$ cat config.mk
export PLATFORM = sky130hd
export DESIGN_NAME = debug_tx_arbiter
export DESIGN_NICKNAME = d
export VERILOG_FILES = /design/src/rtl/debug_tx_arbiter_pkg.sv /design/src/rtl/debug_tx_arbiter_rr_pick.sv /design/src/rtl/debug_tx_arbiter.sv
export SDC_FILE = /design/constraint.sdc
export NUM_CORES = 1
export LEC_CHECK = 0
export ABC_AREA = 1
export BUFFER_PORTS_ARGS = -buffer_cell sky130_fd_sc_hd__buf_2
export CORE_UTILIZATION = 46
export CTS_CLUSTER_SIZE = 24
export DETAILED_ROUTE_END_ITERATION = 10
export HOLD_SLACK_MARGIN = 0.15
export PLACE_DENSITY = 0.83
export SLEW_MARGIN = 10
export SYNTH_ARGS = -nofsm -noshare
export SYNTH_HDL_FRONTEND = slang
export SYNTH_SLANG_ARGS = --single-unit
$ cat constraint.sdc
create_clock -name clk_i -period 1.5 [get_ports clk_i]
set_clock_uncertainty 0.05 [all_clocks]
set_input_delay 0.3 -clock clk_i [delete_from_list [all_inputs] [get_ports clk_i]]
set_output_delay 0.3 -clock clk_i [all_outputs]
set_load 0.01 [all_outputs]
$ cat src/rtl/debug_tx_arbiter_pkg.sv
// -----------------------------------------------------------------------------
// debug_tx_arbiter_pkg
//   Shared definitions for the debug UART arbiter and its round-robin picker:
//   the FSM state encoding, the UART byte width, and a width helper that never
//   returns less than one bit.
// -----------------------------------------------------------------------------
package debug_tx_arbiter_pkg;

  localparam int unsigned BYTE_W = 8;

  typedef enum logic [1:0] {
    ST_IDLE    = 2'd0,
    ST_SEND    = 2'd1,
    ST_WAIT_TX = 2'd2
  } state_e;

  // Index / counter width for 'value' distinct values; at least one bit so
  // single-client or timeout-disabled builds still have a legal vector.
  function automatic int unsigned clog2_min1(input int unsigned value);
    return (value <= 1) ? 1 : $clog2(value);
  endfunction

endpackage

$ cat src/rtl/debug_tx_arbiter_rr_pick.sv
// -----------------------------------------------------------------------------
// debug_tx_arbiter_rr_pick
//   Combinational round-robin picker, reusable by any arbiter.
//   Ports:
//     req_i  [N]      request vector
//     ptr_i  [IDX_W]  index of the most recent winner
//     any_o           at least one request is set
//     idx_o  [IDX_W]  first requesting index after ptr_i, wrapping modulo N
// -----------------------------------------------------------------------------
module debug_tx_arbiter_rr_pick
  import debug_tx_arbiter_pkg::*;
#(
  parameter  int unsigned N     = 4,
  localparam int unsigned IDX_W = clog2_min1(N)
) (
  input  logic [N-1:0]     req_i,
  input  logic [IDX_W-1:0] ptr_i,
  output logic             any_o,
  output logic [IDX_W-1:0] idx_o
);

  logic [IDX_W-1:0] cand;

  // NOTE: every output of a combinational block gets a default before any
  // conditional assignment; a path that leaves it unassigned infers a latch.
  always_comb begin
    any_o = 1'b0;
    idx_o = '0;
    cand  = '0;
    // Scan from the farthest candidate to the nearest, so the nearest valid
    // index after the pointer is the last (winning) assignment.
    for (int k = N; k >= 1; k--) begin
      cand = IDX_W'((int'(ptr_i) + k) % N);
      if (req_i[cand]) begin
        any_o = 1'b1;
        idx_o = cand;
      end
    end
  end

endmodule

$ cat src/rtl/debug_tx_arbiter.sv
// -----------------------------------------------------------------------------
// debug_tx_arbiter
//   Shares one uart_tx byte transmitter between NUM_CLIENTS debug text sources.
//   Grants are round-robin and last per message: the owner keeps the UART until
//   it sends a byte tagged last. A watchdog releases an owner that stalls in
//   SEND for TIMEOUT cycles (TIMEOUT = 0 disables it).
//   Ports:
//     clk_i            system clock
//     reset_ni         synchronous, active-low reset
//     cl_valid_i [N]   client i has a byte on cl_data_i[8i+:8]
//     cl_data_i  [8N]  packed client bytes
//     cl_last_i  [N]   current byte ends the message
//     cl_ready_o [N]   one-hot take strobe (byte taken on valid & ready)
//     tx_req_o         byte pending for uart_tx
//     tx_data_o  [8]   byte for uart_tx, stable while tx_req_o = 1
//     tx_ready_i       uart_tx idle and accepting
//     grant_valid_o    a client owns the UART
//     grant_id_o       owning client index
//     timeout_pulse_o  one-cycle strobe on a forced release
// -----------------------------------------------------------------------------
module debug_tx_arbiter
  import debug_tx_arbiter_pkg::*;
#(
  parameter  int unsigned NUM_CLIENTS = 4,
  parameter  int unsigned TIMEOUT     = 4096,
  localparam int unsigned ID_W        = clog2_min1(NUM_CLIENTS),
  localparam int unsigned TMR_W       = clog2_min1(TIMEOUT + 1)
) (
  input  logic                          clk_i,
  input  logic                          reset_ni,
  input  logic [NUM_CLIENTS-1:0]        cl_valid_i,
  input  logic [BYTE_W*NUM_CLIENTS-1:0] cl_data_i,
  input  logic [NUM_CLIENTS-1:0]        cl_last_i,
  output logic [NUM_CLIENTS-1:0]        cl_ready_o,
  output logic                          tx_req_o,
  output logic [BYTE_W-1:0]             tx_data_o,
  input  logic                          tx_ready_i,
  output logic                          grant_valid_o,
  output logic [ID_W-1:0]               grant_id_o,
  output logic                          timeout_pulse_o
);

  state_e            state_q;
  logic              grant_valid_q;
  logic [ID_W-1:0]   grant_id_q;
  logic [ID_W-1:0]   ptr_q;
  logic              tx_req_q;
  logic [BYTE_W-1:0] tx_data_q;
  logic              last_q;
  logic [TMR_W-1:0]  timer_q;
  logic              timeout_pulse_q;

  logic              pick_any;
  logic [ID_W-1:0]   pick_idx;
  logic              own_valid;
  logic              own_last;
  logic [BYTE_W-1:0] own_data;
  logic              timer_hit;

  debug_tx_arbiter_rr_pick #(.N(NUM_CLIENTS)) u_rr_pick (
    .req_i (cl_valid_i),
    .ptr_i (ptr_q),
    .any_o (pick_any),
    .idx_o (pick_idx)
  );

  assign own_valid = cl_valid_i[grant_id_q];
  assign own_last  = cl_last_i[grant_id_q];
  assign own_data  = cl_data_i[grant_id_q*BYTE_W +: BYTE_W];
  assign timer_hit = (TIMEOUT != 0) && (timer_q == TMR_W'(TIMEOUT - 1));

  // The take strobe depends on state only, so a client can hold its byte on
  // the bus without a combinational loop through valid.
  always_comb begin
    cl_ready_o = '0;
    if (state_q == ST_SEND) cl_ready_o[grant_id_q] = 1'b1;
  end

  // NOTE: sequential state uses non-blocking assignments so every register
  // sees the pre-edge values of the others, independent of statement order.
  always_ff @(posedge clk_i) begin
    if (!reset_ni) begin
      state_q         <= ST_IDLE;
      grant_valid_q   <= 1'b0;
      grant_id_q      <= '0;
      ptr_q           <= ID_W'(NUM_CLIENTS - 1);  // client 0 wins first
      tx_req_q        <= 1'b0;
      tx_data_q       <= '0;
      last_q          <= 1'b0;
      timer_q         <= '0;
      timeout_pulse_q <= 1'b0;
    end else begin
      timeout_pulse_q <= 1'b0;
      unique case (state_q)
        ST_IDLE: begin
          if (pick_any) begin
            grant_id_q    <= pick_idx;
            grant_valid_q <= 1'b1;
            state_q       <= ST_SEND;
          end
        end
        ST_SEND: begin
          if (own_valid) begin
            tx_data_q <= own_data;
            tx_req_q  <= 1'b1;
            last_q    <= own_last;
            timer_q   <= '0;
            state_q   <= ST_WAIT_TX;
          end else if (timer_hit) begin
            grant_valid_q   <= 1'b0;
            ptr_q           <= grant_id_q;
            timer_q         <= '0;
            timeout_pulse_q <= 1'b1;
            state_q         <= ST_IDLE;
          end else if (TIMEOUT != 0) begin
            timer_q <= timer_q + 1'b1;
          end
        end
        ST_WAIT_TX: begin
          // The watchdog is frozen here: a slow UART is not a stalled client.
          if (tx_ready_i) begin
            tx_req_q <= 1'b0;
            if (last_q) begin
              grant_valid_q <= 1'b0;
              ptr_q         <= grant_id_q;
              timer_q       <= '0;
              state_q       <= ST_IDLE;
            end else begin
              state_q <= ST_SEND;
            end
          end
        end
        default: state_q <= ST_IDLE;
      endcase
    end
  end

  assign tx_req_o        = tx_req_q;
  assign tx_data_o       = tx_data_q;
  assign grant_valid_o   = grant_valid_q;
  assign grant_id_o      = grant_id_q;
  assign timeout_pulse_o = timeout_pulse_q;

endmodule

Word level (Yosys, flattened, before mapping). Cells that the tools add are included.

Register bits after elaboration: 31. Input port bits: 43.

Add/sub/neg operators: 5. $lt $le $gt $ge: 6. Equality and inequality tests: 10. Shifts and indexed selects: 1. Muxes and demuxes: 49. Bitwise operators: 2. Reductions and logical operators: 12.

Operators with widths (count): 2-to-1 mux 13 bit (4); variable part select 32 x 6 -> 8 bit (1); one-hot mux 13 bit (2 select lines) (1); 2-to-1 mux 2 bit (12); 2-to-1 mux 1 bit (20); less-than comparator 2 x 3 -> 1 bit, second input constant (5); adder 13 x 1 -> 13 bit, second input constant (1); == test 13 x 12 -> 1 bit, second input constant (1); binary-select mux 1 bit (select 2 bit) (6); != test 2 bit, second input constant (6); AND reduction 3 bit (3); one-hot mux 2 bit (3 select lines) (1); AND reduction 6 bit (1); AND reduction 5 bit (1); adder 2 x 1 -> 2 bit, second input constant (2); adder 2 bit, second input constant (2); 2-to-1 mux 4 bit (1); one-hot mux 2 bit (2 select lines) (1); AND reduction 2 bit (2); != test 3 bit, second input constant (1); one-hot mux 1 bit (3 select lines) (1); nonzero test 3 bit (1); OR reduction 3 bit (1); demux 1 bit (select 2 bit) (1); other kinds (8) (9).

Logic depth before layout (Yosys ltp). Gate-level depths: netlist of run 1.

Word-level depth: 9. Depth in mapped cells: 12. Gate-level depth less buffers: 12.

Cells and area by module. A second synthesis of run 1 with hierarchy kept.

Cell total of the unflattened synthesis: 341. Area total of the unflattened synthesis: 2132.0 µm².

Modules (own cells, without submodules): debug_tx_arbiter (instances 1, cells an instance 290, area each 1885.6 µm², sequential area each 620.6 µm²); debug_tx_arbiter_rr_pick (instances 1, cells an instance 51, area each 246.5 µm², sequential area each 0.0 µm²).

Least setup slack after synthesis of run 1. No wires, ideal clock.

Kind: reg-to-reg. Start: register state_q[0]. End: register timer_q[11]. Setup time: 115 ps. Arrival time: 1473 ps. Required time: 1335 ps. Path slack: -139 ps. Stages on the path, launching flop included: 13. Path buffers: 0. Period minus slack after synthesis: 1639 ps. Cells stage by stage: dfxtp_1 inv_1 ha_1 inv_2 nor2_1 a21oi_2 nand2_2 nor2_4 nand3_2 nor2_1 nand2_1 nand2_1 nor2_1.

Longest elaborated chain between the ends: 3.

RTL lines: from (decl) (RTL line debug_tx_arbiter.sv:43) `state_e state_q;`; from (signal assigned) (RTL line debug_tx_arbiter.sv:83) `state_q <= ST_IDLE;`; from (signal assigned) (RTL line debug_tx_arbiter.sv:99) `state_q <= ST_SEND;`; from (signal assigned) (RTL line debug_tx_arbiter.sv:108) `state_q <= ST_WAIT_TX;`; == test 2 bit or == test 2 x 1 -> 1 bit (tied branches) (RTL line debug_tx_arbiter.sv:94) `unique case (state_q)`; != test 2 bit (no line) or nonzero test 2 bit (tied branches); AND reduction 3 bit (no line); to (signal assigned) (RTL line debug_tx_arbiter.sv:116) `timer_q <= timer_q + 1'b1;`; to (decl) (RTL line debug_tx_arbiter.sv:50) `logic [TMR_W-1:0] timer_q;`.

Several ways; a longest one is shown, not always the timed one. A chain may end at the register's enable or synchronous reset.

Worst setup path in the final report of run 1.
Start: register state_q[0]. End: register timer_q[5].

Same word-level chain as after synthesis.

==> impl_results.md, run 1 <==
- Status: finished, violations left
- Failing checks: setup timing
- Slack of the critical path: -103 ps
- Clock group share of total power: around an eighth
- Post-synthesis adder-cell area fraction: ~3.2%
- Final ANT Viol Nets: 0
- Critical path buffers and inverters: 3
- Critical path peak fanout: 7
- Core Area: roughly 0.0041 mm²
- Die width: 67.6 µm
- CTS tree: built
- Top FF cell, synth: dfxtp_1
- Slowest cell on the critical path: dfxtp_4
- Fin area: about 0.0030 mm²
- ANT cells: 0
- Vias in the first global route: 2,141
- Critical path cell sequence: inv_4, ha_4, inv_4, nor2_4, a21oi_4, nand2_4, nor2_4, buf_4, xor2_1, nor2_1
- First-pass GRT wire length: ~9400 µm
- Post-synthesis mux area share: 0%
- Worst-Margin Slew: around 270 ps
- WL per Instance: around 14 µm
- Share of post-route cells with drive strength above 1: 42.8%
- Fill cells: a little under 300
- Worst slack, placed: -134 ps
- Input/output buffers: 59
- Max rail drop VDD: roughly 1300 µV
- Initial Util: between 40% and 50%
- Hold WS: 232 ps
- Switching share of power: between 40% and 50%
- Reg power frac: between 20% and 30%
- Tcrit/Tclk final: 107%
- Chip height: ~68 µm
- Worst path max stage delay: around 380 ps
- XOR/XNOR Fraction of Synth Area: 2.21%
- Mapped Cells: about 310
- Dpl cells: roughly 430
- RSZ-0062 raised after global routing: true
- Register area: ~640 µm²
- Clk buf depth: 2
- Grt met3 use: under 10%
- Tot Pwr: roughly 5.5 mW
- Final Critical Period: 1600 ps
- Worst Hold Class: primary input to flip-flop
- Global Route met2 Usage: a little under half
- Final std cells w/o fill: between 400 and 500
- Rows: 23
- Area of the multi-input gates: roughly 0.0014 mm²
- Fmax: 624 MHz
- Final Hold Fails: 0
- CTS buffer count: 5
- Synth Warn #: 0
- Pwr/cell area: roughly 1800 mW/mm²
- CTS sink cnt: 31
- Logic gate share of total power: between 60 and 70%
- Simple-gate share of the synthesized area: about 36%
- GR Overflow Total: 0
- GR Layer Usage met1: approximately 33%
- Netlist cell types: 34
- Hpwl dp: around 3900 µm
- Max Cap Viol: 0
- Vias after detailed routing: 2,478
- DRC Markers: 0
- GRT Resource Usage Total: a little over a quarter
- Area Overhead vs Synth: 52.1%
- Initial DRC Count: around 140
- Largest net degree at the start of global routing: 32
- Startpoint Class: flip-flop
- CTS Root Cell: clkbuf_8
- Largest family of logic cells by synthesized area: simple AND/OR/NAND/NOR gates
- Post-Syn Area: 0.00198 mm²
- Internal power: ~2.9 mW
- Final Max Slew Viols: 0
- Io pins: 60
- Pre-antenna DRT Iters: 4
- FF+latch count, synth: 31
- Via-to-Cell Ratio: roughly 5.5
- Stages on worst setup path: 10
- Routability Congestion: just under 0.9
- Compound-Gate Fraction of Synth Area: roughly 18%
- Data required, critical path: between 1500 and 2000 ps
- Die area: between 0.004 and 0.005 mm²
- Final setup viols: 22
- Mean post-synth cell area: approximately 6.4 µm²
- Nets: about 450
- Family with the most delay on the worst path: flip-flops
- Setup CP Type: flip-flop to flip-flop
- Initial antenna violation count: 0
- Worst skew pair latency: a little under 300 ps
- Async set or reset register ratio after synthesis: 0%
- Number of cells on the worst reg-to-reg path: 10
- Clock transition at the registers of the reported paths: roughly 70 ps
- Busiest grt layer: met2
- CP endpoint kind: flip-flop
- P_leak: 1.40 nW
- EDFF count, synth: 0
- Post-DP Area: about 0.0025 mm²
- Post-Route WL: about 6400 µm
- Net count after synthesis: about 360
- Hold depth: 3
- Htree depth: 2
- Psw: about 2.6 mW
- Sequential share of the synthesized area: a little under a third
- Crit path arrival time: approximately 1700 ps
- Slew Limit Headroom: between 80% and 90%
-- what timing repair did --
action	4_1_cts	5_1_grt
pin swaps	13	22
endpoints found under the setup margin	22	31
resized for setup	30	62
hold buffers	0	0
gates cloned	1	1
setup buffers	6	5
-- Yosys cell counts, types with 2 or more instances --
| cell | number | area [µm²] |
|---|---|---|
| xor2_1 | 4 | 35.0 |
| o211ai_1 | 2 | 15.0 |
| inv_1 | 25 | 93.8 |
| a21oi_1 | 17 | 85.1 |
| clkbuf_1 | 6 | 22.5 |
| nand3_1 | 25 | 125 |
| buf_2 | 2 | 10.0 |
| dfxtp_1 | 31 | 621 |
| a21oi_2 | 3 | 26.3 |
| inv_2 | 6 | 22.5 |
| nand2_2 | 3 | 18.8 |
| buf_1 | 2 | 7.51 |
| nand2_1 | 86 | 323 |
| nand4_1 | 4 | 25.0 |
| nor3_1 | 3 | 15.0 |
| o21ai_1 | 2 | 10.0 |
| ha_1 | 5 | 62.6 |
| a31oi_1 | 19 | 119 |
| nor2_2 | 4 | 25.0 |
| o21ai_0 | 16 | 80.1 |
| nor2_1 | 31 | 116 |
-- kinds of logic (layout without fill, tap and decap cells) --
logic type | after synthesis | in the layout
fa+ha+maj | 5 | 5
simple gates | 163 | 164
compound gates | 61 | 61
xor+xnor | 5 | 5
buf+inv | 44 | 134
flops | 31 | 31
-- placed cells by master, fill, tap and decap left out, types with 2 or more instances in the layout --
master / synthesis / layout
a21oi_1: 17 / 13
a21oi_2: 3 / 6
a31oi_1: 19 / 19
buf_12: 0 / 3
buf_2: 2 / 56
buf_4: 1 / 26
buf_6: 1 / 7
clkbuf_8: 0 / 5
dfxtp_1: 31 / 23
dfxtp_2: 0 / 4
dfxtp_4: 0 / 4
ha_4: 0 / 4
inv_1: 25 / 21
inv_2: 6 / 3
inv_4: 1 / 7
nand2_1: 86 / 75
nand2_2: 3 / 8
nand2_4: 1 / 8
nand3_1: 25 / 22
nand3_2: 1 / 3
nand4_1: 4 / 4
nor2_1: 31 / 21
nor2_2: 4 / 5
nor2_4: 1 / 10
nor3_1: 3 / 2
o211ai_1: 2 / 2
o21ai_0: 16 / 14
o21ai_1: 2 / 3
xor2_1: 4 / 4
-- per-stage QoR --
step | TNS [ps] | util, %
after global placement | -275 | 61.7
after floorplan | -47.2 | -
final | -1380 | 74.3
after CTS | -636 | 67.7
after detailed placement | -1200 | 61.7
after global routing | -3310 | 74.3
-- sequential cells by signal (all words and copies together), names as in the netlist --
register / cells
timeout_pulse_o: 1
ptr_q: 2
state_q: 2
tx_req_o: 1
grant_valid_o: 1
timer_q: 13
tx_data_o: 8
last_q: 1
grant_id_o: 2
-- power by group through the flow --
stage,Sequential [mW],Clock [mW],Combinational [mW]
finish,1.24,0.654,3.62
detailed placement,1.18,0,2.61
floorplan,1.20,0,1.76
global placement,1.17,0,2.57
CTS,1.21,0.659,2.96
global route,1.26,0.692,3.92
-- final timing paths --
| kind | start | end | slack, ps |
|---|---|---|---|
| worst max-delay path | state_q[0] | timer_q[5] | -100 |
| worst max register to register | state_q[0] | timer_q[5] | -100 |
| worst min-delay path | cl_data_i[24] | tx_data_o[0] | 230 |
| worst min register to register | tx_req_o | tx_req_o | 420 |
-- worst min-delay path, cell delays in order --
cell     delay (ps)
buf_2            90
nand3_1          70
a31oi_1          70
-- cell type report --
cell class / count / area share, %
Clock buffer: 6 / 2.41
Clock inverter: 2 / 0.415
Inverter: 32 / 4.73
Timing Repair Buffer: 94 / 21.7
Tap cell: 50 / 2.08
Multi-Input combinational cell: 235 / 47.4
Sequential cell: 31 / 21.3
-- layer usage --
layer | share of wire (%) | vias to the layer above
li1 | - | 1205
met1 | 40 | 1126
met2 | 51 | 127
met3 | 7.0 | 20
met4 | 2.6 | 0
met5 | 0 | -
Power figures use the tool's default switching activity.
==> inputs of run 2 (changes only) <==
--- a/config.mk
+++ b/config.mk
@@ -8,9 +8,9 @@
 export ABC_AREA = 1
 export BUFFER_PORTS_ARGS = -buffer_cell sky130_fd_sc_hd__buf_2
-export CORE_UTILIZATION = 46
+export CORE_UTILIZATION = 50
 export CTS_CLUSTER_SIZE = 24
 export DETAILED_ROUTE_END_ITERATION = 10
 export HOLD_SLACK_MARGIN = 0.15
-export PLACE_DENSITY = 0.83
+export PLACE_DENSITY = 0.85
 export SLEW_MARGIN = 10
 export SYNTH_ARGS = -nofsm -noshare
==> constraint.sdc (replaced) <==
create_clock -name clk_i -period 1.8 [get_ports clk_i]
set_clock_uncertainty 0.05 [all_clocks]
set_input_delay 0.36 -clock clk_i [delete_from_list [all_inputs] [get_ports clk_i]]
set_output_delay 0.36 -clock clk_i [all_outputs]
set_load 0.1 [all_outputs]
==> impl_results.md, run 2 (same netlist as run 1, synthesis figures left out) <==
- Status: complete, no violations
- WL per Instance: roughly 13 µm
- Worst skew pair latency: about 290 ps
- Pwr/cell area: ~1800 mW/mm²
- Commonest non-fill, non-tap cell in the layout: nand2_1
- Grt met3 use: about 5%
- ANT cells: 0
- Slack of the critical path: approximately 6.3 ps
- Die width: about 65 µm
- Worst Hold Class: primary input to flip-flop
- Max rail drop VDD: roughly 1400 µV
- Busiest grt layer: met2
- Fill cells: 298
- CTS buffer count: 5
- Pre-antenna DRT Iters: 4
- GR Overflow Total: 0
- Routability Congestion: between 0.9 and 1
- Worst-Margin Slew: ~500 ps
- Tot Pwr: roughly 4.6 mW
- First-pass GRT wire length: between 8000 and 9000 µm
- DRC Markers: 0
- Vias after detailed routing: about 2,200
- Clk buf depth: 2
- Top reg by flops: timer_q
- Area Overhead vs Synth: 32.6%
- Largest net degree at the start of global routing: 25
- Hold depth: 3
- R2R Setup Slk: 70 ps
- Core Area: 0.00374 mm²
- Initial antenna violation count: 0
- CTS Root Cell: clkbuf_8
- Fmax: 557 MHz
- GR Layer Usage met1: between 30% and 40%
- Share of post-route cells with drive strength above 1: 31.4%
- Input/output buffers: a little under 60
- Htree depth: 2
- Initial DRC Count: 164
- Clock transition at the registers of the reported paths: 60 ps
- Final ANT Viol Nets: 0
- Final Critical Period: 1790 ps
- R2r endpoint: state_q[1]
- Max Cap Viol: 0
- Number of cells on the worst reg-to-reg path: 11
- Hpwl dp: roughly 3700 µm
- Largest register FFs: 13
- Hold path startpoint: cl_data_i[30]
- Io pins: 60
- Tcrit/Tclk final: between 90% and 100%
- P_leak: 1.22 nW
- Hold Path Sink: tx_data_o[6]
- CTS sink cnt: 31
- Vias in the first global route: slightly below 2,000
- Final Hold Fails: 0
- Final setup viols: 0
- Initial Util: between 50% and 60%
- Critical path peak fanout: 6
- Rows: 22
- Worst slack, placed: roughly 19 ps
- Crit path arrival time: around 1400 ps
- Post-CTS Hold Buffers: 0
- Hold WS: 297 ps
- Setup CP Type: flip-flop to output port
- Via-to-Cell Ratio: 5.25
- Final Max Slew Viols: 0
- Data required, critical path: 1390 ps
- Slew Limit Headroom: roughly two thirds
- Chip height: 64.9 µm
- RSZ-0062 raised after global routing: true
- GRT Resource Usage Total: 25.1%
- Startpoint Class: flip-flop
- Nets: approximately 420
- Post-Route WL: 5320 µm
- FF-to-FF Start: timer_q[0]
- Most frequent cells in the layout: nand2_1 (83), buf_2 (55), nor2_1 (26), dfxtp_1 (26), nand3_1 (24)
- Die area: ~0.0042 mm²
- Global Route met2 Usage: a little over two fifths
- CTS tree: built
- CP endpoint kind: output port
==> run 2: cell count changes in the layout (fill, tap and decap cells not counted), sizes merged <==
| cell | previous run | this run |
|---|---|---|
| clkinvlp | 1 | 0 |
| nand2 | 91 | 90 |
| buf | 93 | 71 |
==> run 2: layer usage <==
layer,vias to the layer above,wire length [µm]
met3,14,308
met4,0,123
met2,82,2550
met5,-,0
met1,981,2340
li1,1150,-
==> run 2: final cells by class <==
type	count	area [µm²]	share of cell area, %
flip-flops and latches	31	637	24.2
clock buffers	7	76.3	2.91
multi-input cells	234	1260	48.1
well taps	48	60.1	2.29
inverters	32	133	5.05
repair buffers	71	453	17.2
clock inverters	1	5.00	0.191
==> run 2: stage by stage <==
stage | instance area (µm²) | TNS (ps) | utilization (%) | instances
2_1_floorplan | 2050 | -32.2 | - | 309
3_5_place_dp | 2430 | 0 | 65.0 | 411
5_1_grt | 2630 | -76.8 | 70.2 | 424
6_report | 2630 | 0 | 70.2 | 424
4_1_cts | 2530 | 0 | 67.5 | 419
3_3_place_gp | 2430 | 0 | 65.0 | 411
==> run 2: critical path, stage by stage (launching register included) <==
cell and delay [ps]:
dfxtp_4 370, inv_4 70, ha_4 160, inv_4 40, buf_8 140, nor2_4 130, buf_12 180
==> run 2: worst max path at each step <==
stage	start	endpoint	slack (ps)	cells past startpoint
final	state_q[1]	cl_ready_o[2]	6	6
after global routing	timer_q[0]	state_q[1]	-30	11
after CTS	state_q[0]	ptr_q[1]	20	10
after detailed placement	state_q[0]	ptr_q[1]	20	10
after global placement	state_q[0]	ptr_q[0]	110	10
after floorplan	grant_id_o[0]	cl_ready_o[1]	-20	4
==> run 2: timing repair <==
action | in CTS | in global routing
buffers inserted | 0 | 5
pin swaps | 0 | 8
resized for setup | 5 | 18
endpoints found under the setup margin | 4 | 19
==> run 2: report_power, final <==
| part | internal [mW] | total, mW | switching [mW] |
|---|---|---|---|
| combinational | 0.920 | 3.06 | 2.14 |
| clock | 0.271 | 0.526 | 0.255 |
| sequential | 0.868 | 1.06 | 0.194 |
